**src/rtl/instr_fetch.sv**
```systemverilog
`default_nettype none
// ============================================================================
// Module   : instr_fetch
// Brief    : Program memory plus PC sequencer that holds each instruction on
//            `instr` for its class-dependent decode/execute/retire length.
//            Optional build macro FETCH_WRAP_EN: wrap from the last address
//            to 0 instead of halting.
// Revision : 1.0 - initial release
// ============================================================================
module instr_fetch #(
    parameter int INSTR_WIDTH = 20,
    parameter int PC_BITS     = 5
) (
    input  logic                   clk,
    input  logic                   rst,
    input  logic                   start,
    input  logic                   prog_we,
    input  logic [PC_BITS-1:0]     prog_addr,
    input  logic [INSTR_WIDTH-1:0] prog_data,
    output logic [INSTR_WIDTH-1:0] instr,
    output logic [PC_BITS-1:0]     pc,
    output logic                   busy,
    output logic                   halted
);

    localparam int                 c_DEPTH     = 1 << PC_BITS;
    localparam logic [PC_BITS-1:0] c_PC_LAST   = {PC_BITS{1'b1}};
    localparam logic [PC_BITS-1:0] c_PC_ONE    = {{(PC_BITS-1){1'b0}}, 1'b1};
    localparam logic [1:0]         c_CLS_HALT  = 2'b00;
    localparam logic [1:0]         c_CLS_STD   = 2'b01;
    localparam logic [1:0]         c_CLS_LOAD  = 2'b10;
    localparam logic [1:0]         c_CLS_STORE = 2'b11;

    typedef enum logic [1:0] {
        S_IDLE = 2'd0,
        S_RUN  = 2'd1,
        S_HALT = 2'd2
    } state_t;

    state_t                 r_state;
    state_t                 w_state_nxt;
    logic [INSTR_WIDTH-1:0] r_instr;
    logic [INSTR_WIDTH-1:0] w_instr_nxt;
    logic [PC_BITS-1:0]     r_pc;
    logic [PC_BITS-1:0]     w_pc_nxt;
    logic [2:0]             r_cnt;
    logic [2:0]             w_cnt_nxt;

    logic [INSTR_WIDTH-1:0] r_mem [0:c_DEPTH-1];

    logic [PC_BITS-1:0]     w_pc_inc;
    logic [PC_BITS-1:0]     w_fetch_addr;
    logic [INSTR_WIDTH-1:0] w_fetch_word;
    logic [1:0]             w_fetch_cls;
    logic [2:0]             w_fetch_len;
    logic                   w_mem_end;

    function automatic logic [2:0] f_hold_len(input logic [1:0] cls);
        case (cls)
            c_CLS_LOAD:            f_hold_len = 3'd4;
            c_CLS_STD, c_CLS_STORE: f_hold_len = 3'd3;
            default:               f_hold_len = 3'd0;
        endcase
    endfunction

    // IDLE always fetches address 0; RUN looks one word ahead of the PC.
    assign w_pc_inc     = r_pc + c_PC_ONE;
    assign w_fetch_addr = (r_state == S_IDLE) ? '0 : w_pc_inc;
    assign w_fetch_word = r_mem[w_fetch_addr];
    assign w_fetch_cls  = w_fetch_word[INSTR_WIDTH-1 -: 2];
    assign w_fetch_len  = f_hold_len(w_fetch_cls);

`ifdef FETCH_WRAP_EN
    assign w_mem_end = 1'b0;
`else
    assign w_mem_end = (r_pc == c_PC_LAST);
`endif

    always_ff @(posedge clk) begin
        if (rst) begin
            r_state <= S_IDLE;
            r_instr <= '0;
            r_pc    <= '0;
            r_cnt   <= 3'd0;
        end else begin
            r_state <= w_state_nxt;
            r_instr <= w_instr_nxt;
            r_pc    <= w_pc_nxt;
            r_cnt   <= w_cnt_nxt;
        end
    end

    always_comb begin
        w_state_nxt = r_state;
        w_instr_nxt = r_instr;
        w_pc_nxt    = r_pc;
        w_cnt_nxt   = r_cnt;
        case (r_state)
            S_IDLE: begin
                if (start) begin
                    w_pc_nxt = '0;
                    if (w_fetch_cls == c_CLS_HALT) begin
                        w_state_nxt = S_HALT;
                        w_instr_nxt = '0;
                    end else begin
                        // Full length (not len-1): first word also covers the
                        // control unit's exit from its RESET state.
                        w_state_nxt = S_RUN;
                        w_instr_nxt = w_fetch_word;
                        w_cnt_nxt   = w_fetch_len;
                    end
                end
            end
            S_RUN: begin
                if (r_cnt != 3'd0) begin
                    w_cnt_nxt = r_cnt - 3'd1;
                end else if (w_mem_end || (w_fetch_cls == c_CLS_HALT)) begin
                    w_state_nxt = S_HALT;
                    w_instr_nxt = '0;
                    w_cnt_nxt   = 3'd0;
                end else begin
                    w_instr_nxt = w_fetch_word;
                    w_pc_nxt    = w_pc_inc;
                    w_cnt_nxt   = w_fetch_len - 3'd1;
                end
            end
            S_HALT: begin
                w_state_nxt = S_HALT;
            end
            default: begin
                w_state_nxt = S_IDLE;
            end
        endcase
    end

    // Program memory survives reset; writes are accepted only while idle.
    always_ff @(posedge clk) begin
        if (prog_we && (r_state == S_IDLE)) begin
            r_mem[prog_addr] <= prog_data;
        end
    end

    assign instr  = r_instr;
    assign pc     = r_pc;
    assign busy   = (r_state == S_RUN);
    assign halted = (r_state == S_HALT);

endmodule
`default_nettype wire
```
**config.mk**
```make
export PLATFORM = sky130hd
export DESIGN_NAME = instr_fetch
export DESIGN_NICKNAME = d
export VERILOG_FILES = /design/src/rtl/instr_fetch.sv
export SDC_FILE = /design/constraint.sdc
export NUM_CORES = 1
export LEC_CHECK = 0
export CORE_ASPECT_RATIO = 1.1
export CORE_MARGIN = 3
export CORE_UTILIZATION = 55
export DETAILED_ROUTE_END_ITERATION = 6
export PLACE_DENSITY = 0.83
export SETUP_SLACK_MARGIN = 0.5
export SLEW_MARGIN = 5
export SYNTH_ARGS = -nofsm -noshare
export SYNTH_HDL_FRONTEND = slang
export SYNTH_SLANG_ARGS = --single-unit
```
**constraint.sdc**
```tcl
create_clock -name clk -period 3.3 [get_ports clk]
set_input_delay 0.66 -clock clk [delete_from_list [all_inputs] [get_ports clk]]
set_output_delay 0.66 -clock clk [all_outputs]
set_load 0.03 [all_outputs]
```
==> metrics.md <==
| Metric | Value |
|---|---|
| CTS tree | `done` |
| Net Count, Synth | `1807` |
| First-iteration detailed-routing DRC count | `2523` |
| CTS Buffer Depth | `3` |
| H-tree depth | `2` |
| Root Buffer | `clkbuf_16` |
| Total clock sinks | `670` |
| Part of the power in the clock network | `31.7%` |
| Hold EP | `r_cnt[2]` |
| GR Util All Layers | `26.1%` |
| Period utilization | `89.5%` |
| Final setup TNS | `0 ps` |
| Drt drc | `1` |
| Crit end category | `flop` |
| Yosys warning total | `0` |
| Share of cells above drive strength 1 | `18.9%` |
| Area contributors post-synth | `edfxtp_1, mux2i_1, nand2_1, a311oi_1, dfxtp_1` |
| VDD IR-drop max | `0.685 mV` |
| Yosys top cell area share | `71.3%` |
| Sequential power share | `43.1%` |
| Sequential area share after synthesis | `73.5%` |
| GP Congestion | `0.852` |
| Violated checks | `DRC` |
| R2r setup slk | `340 ps` |
| FMAX | `338 MHz` |
| Layout area overhead | `18.3%` |
| Synth async-reset ratio | `0%` |
| Post-Syn Area | `27000 sq um` |
| Finished Layout Cells | `2606` |
| DP Cell Count | `2454` |
| Crit-path max FO | `32` |
| Clk_lat worst skew | `630 ps` |
| TritonCTS buffer count | `59` |
| Core area | `48100 sq um` |
| Setup violators final | `0` |
| Pre-antenna DRT Iters | `7` |
| Crit start category | `flop` |
| Min-Delay Startpoint | `r_cnt[2]` |
| Worst R2R Start | `pc[0]` |
| WHS Path Cells | `2` |
| Fin crit period | `2960 ps` |
| Vias in the first global route | `16830` |
| Initial antenna violation count | `1` |
| Sw power | `6660 uW` |
| Final nets | `1947` |
| Die ar. | `51700 sq um` |
| Die Span X | `217 um` |
| Vias | `17320` |
| Cells on worst reg2reg path | `12` |
| Global-route wire length before repair | `102000 um` |
| Die Height | `238 um` |
| Final ANT Viol Nets | `0` |
| Final wirelength | `73100 um` |
| Status | `complete, but fails checks` |
| Worst EP required | `3790 ps` |
| Leakage | `0.0102 uW` |
| RR Endpoint | `instr[2]` |
| Cells after Synth | `1770` |
| Max-Cap Viols | `0` |
| Synth area leader | `edfxtp_1` |
| Final Slew Violations | `0` |
| Crit path DAT | `3450 ps` |
| Most common flop cell mapped by yosys | `edfxtp_1` |
| Initial Util | `56.0%` |
| Internal | `15900 uW` |
| RSZ-0062 raised after global routing | `yes` |
| Critical Path Start | `pc[0]` |
| Count of cell types in the netlist | `65` |
| Worst Setup Path Type | `reg2reg` |
| Largest net degree at the start of global routing | `116` |
| Vias per cell | `6.65` |
| Rel. slew slack | `23.5%` |
| PwrDens | `708 nW/um^2` |
| Clock skew | `28.5 ps` |
| Final Hold Fails | `0` |
| HP Class | `reg2reg` |
| Comb power frac | `25.2%` |
| GRT overflow | `0` |
| Hpwl dp | `37300 um` |
| Syn avg cell area | `15.2 sq um` |
| EDFF count, synth | `640` |
| Switch share | `29.5%` |
| Drt wl/cell | `28.1 um` |
| Number of top-level pins | `56` |
| Yosys reg bits | `670` |
| Input/output buffers | `55` |
| Clk slew on worst S/H paths | `70 ps` |
| Row count | `84` |
| Tightest Pin Transition | `1140 ps` |
[cell type report]
class                           instances  area, sq um
Timing Repair Buffer                  192         2180
Multi-Input combinational cell        978         7040
Antenna cell                            1         2.50
Fill cell                            3050        16200
Clock buffer                           73         1590
Clock inverter                         38          424
Sequential cell                       670        19800
Tap cell                              645          807
Inverter                                9         36.3
[worst max-delay path: stages, from the launching register on]
cell       delay [ps]
dfxtp_4           380
ha_4              340
buf_4             140
nand2b_4          100
buf_12            200
buf_12            180
a211oi_1          490
a311oi_2          120
a311oi_1          270
a21oi_1           110
a21oi_1           250
a2bb2oi_2         170
nor2_1             50
[stage by stage]
| stage | instance area [sq um] | hold WS [ps] | utilization [%] | setup WS [ps] | total power [uW] |
|---|---|---|---|---|---|
| 2_1_floorplan | 27000 | 470 | - | 383 | 13000 |
| 3_3_place_gp | 28900 | 483 | 60.0 | 350 | 14400 |
| 3_5_place_dp | 28900 | 501 | 60.0 | 261 | 14500 |
| 4_1_cts | 31300 | 511 | 65.0 | 435 | 21900 |
| 5_1_grt | 31900 | 547 | 66.3 | 293 | 23200 |
| 6_report | 31900 | 517 | 66.3 | 345 | 22600 |
[Yosys cell counts (all sizes together), types with 3 or more instances]
master     n
a2111oi    3
a22oi      6
nand3     60
mux2i    139
mux4      18
a211oi    73
and3       4
clkbuf    57
nand2b     3
o21ai     18
nor2b     59
nor2      67
inv        9
mux2       6
dfxtp     30
edfxtp   640
a221oi     9
o211ai     3
a31oi     19
nand2    283
a311oi    90
nand3b     3
a22o       7
buf       60
nand4      3
a21oi     44
ha         8
a2bb2oi   18
[logic make-up (layout without fill, tap and decap cells)]
family	count (synthesis)	in the layout	synth area share (%)
flops	670	670	73.5
fa+ha+maj	8	8	0.371
buf+inv	126	312	2.31
mux	163	163	6.91
simple gates	497	501	8.21
other cells	0	1	0
compound gates	303	303	8.58
xor+xnor	3	3	0.125
[worst max-delay path by stage]
stage	to	slack (ps)
floorplan	r_mem[24][0]	380
global placement	instr[15]	350
detailed placement	instr[6]	260
CTS	instr[14]	430
global route	instr[2]	290
finish	instr[2]	340
[cell usage in the layout, fill, tap and decap left out, types with 5 or more instances in the layout]
cell and n:
a311oi_2 16, bufinv_16 8, clkbuf_1 10, clkinv_2 14, a2bb2oi_1 15, edfxtp_1 640
buf_12 24, nor2_2 33, a211oi_1 65, clkinv_1 6, nor2b_1 57, mux2i_1 138
clkdlybuf4s50_1 54, buf_4 93, clkbuf_16 66, inv_1 6, nand3_1 60, a21oi_2 10
o21ai_0 12, nand2_1 283, nor2_1 32, mux4_2 18, a22o_1 7, ha_1 5
a311oi_1 74, a31oi_1 19, buf_6 5, a22oi_1 6, mux2_2 6, clkinvlp_4 6
a21oi_1 34, a211oi_2 7, dfxtp_1 28
[timing repair]
action	CTS	global route
setup buffers	12	15
hold buffers	0	0
gates resized for setup	30	58
pin swaps	3	13
gates cloned	7	6
endpoints found under the setup margin	28	27
[metal layers]
metal	up-vias	track usage, %	share of wire, %	routed length (um)
met3	249	4.30	12	8570
met1	8499	34.4	34	25100
met2	1413	42.9	49	35800
li1	7159	-	-	-
met4	0	12.3	4.9	3620
met5	-	0	0	0
[power groups by stage]
stage	clock, uW	combinational, uW	sequential [uW]
floorplan	0	2940	10100
global placement	0	4460	9900
detailed placement	0	4610	9900
CTS	7140	5020	9730
global route	7500	5930	9740
finish	7150	5690	9740
[flip-flops by register name, indices dropped and copies added, names as in the netlist]
name and count:
r_mem 640, instr 20, pc 5, r_cnt 3, r_state 2
Power figures use the tool's default switching activity.
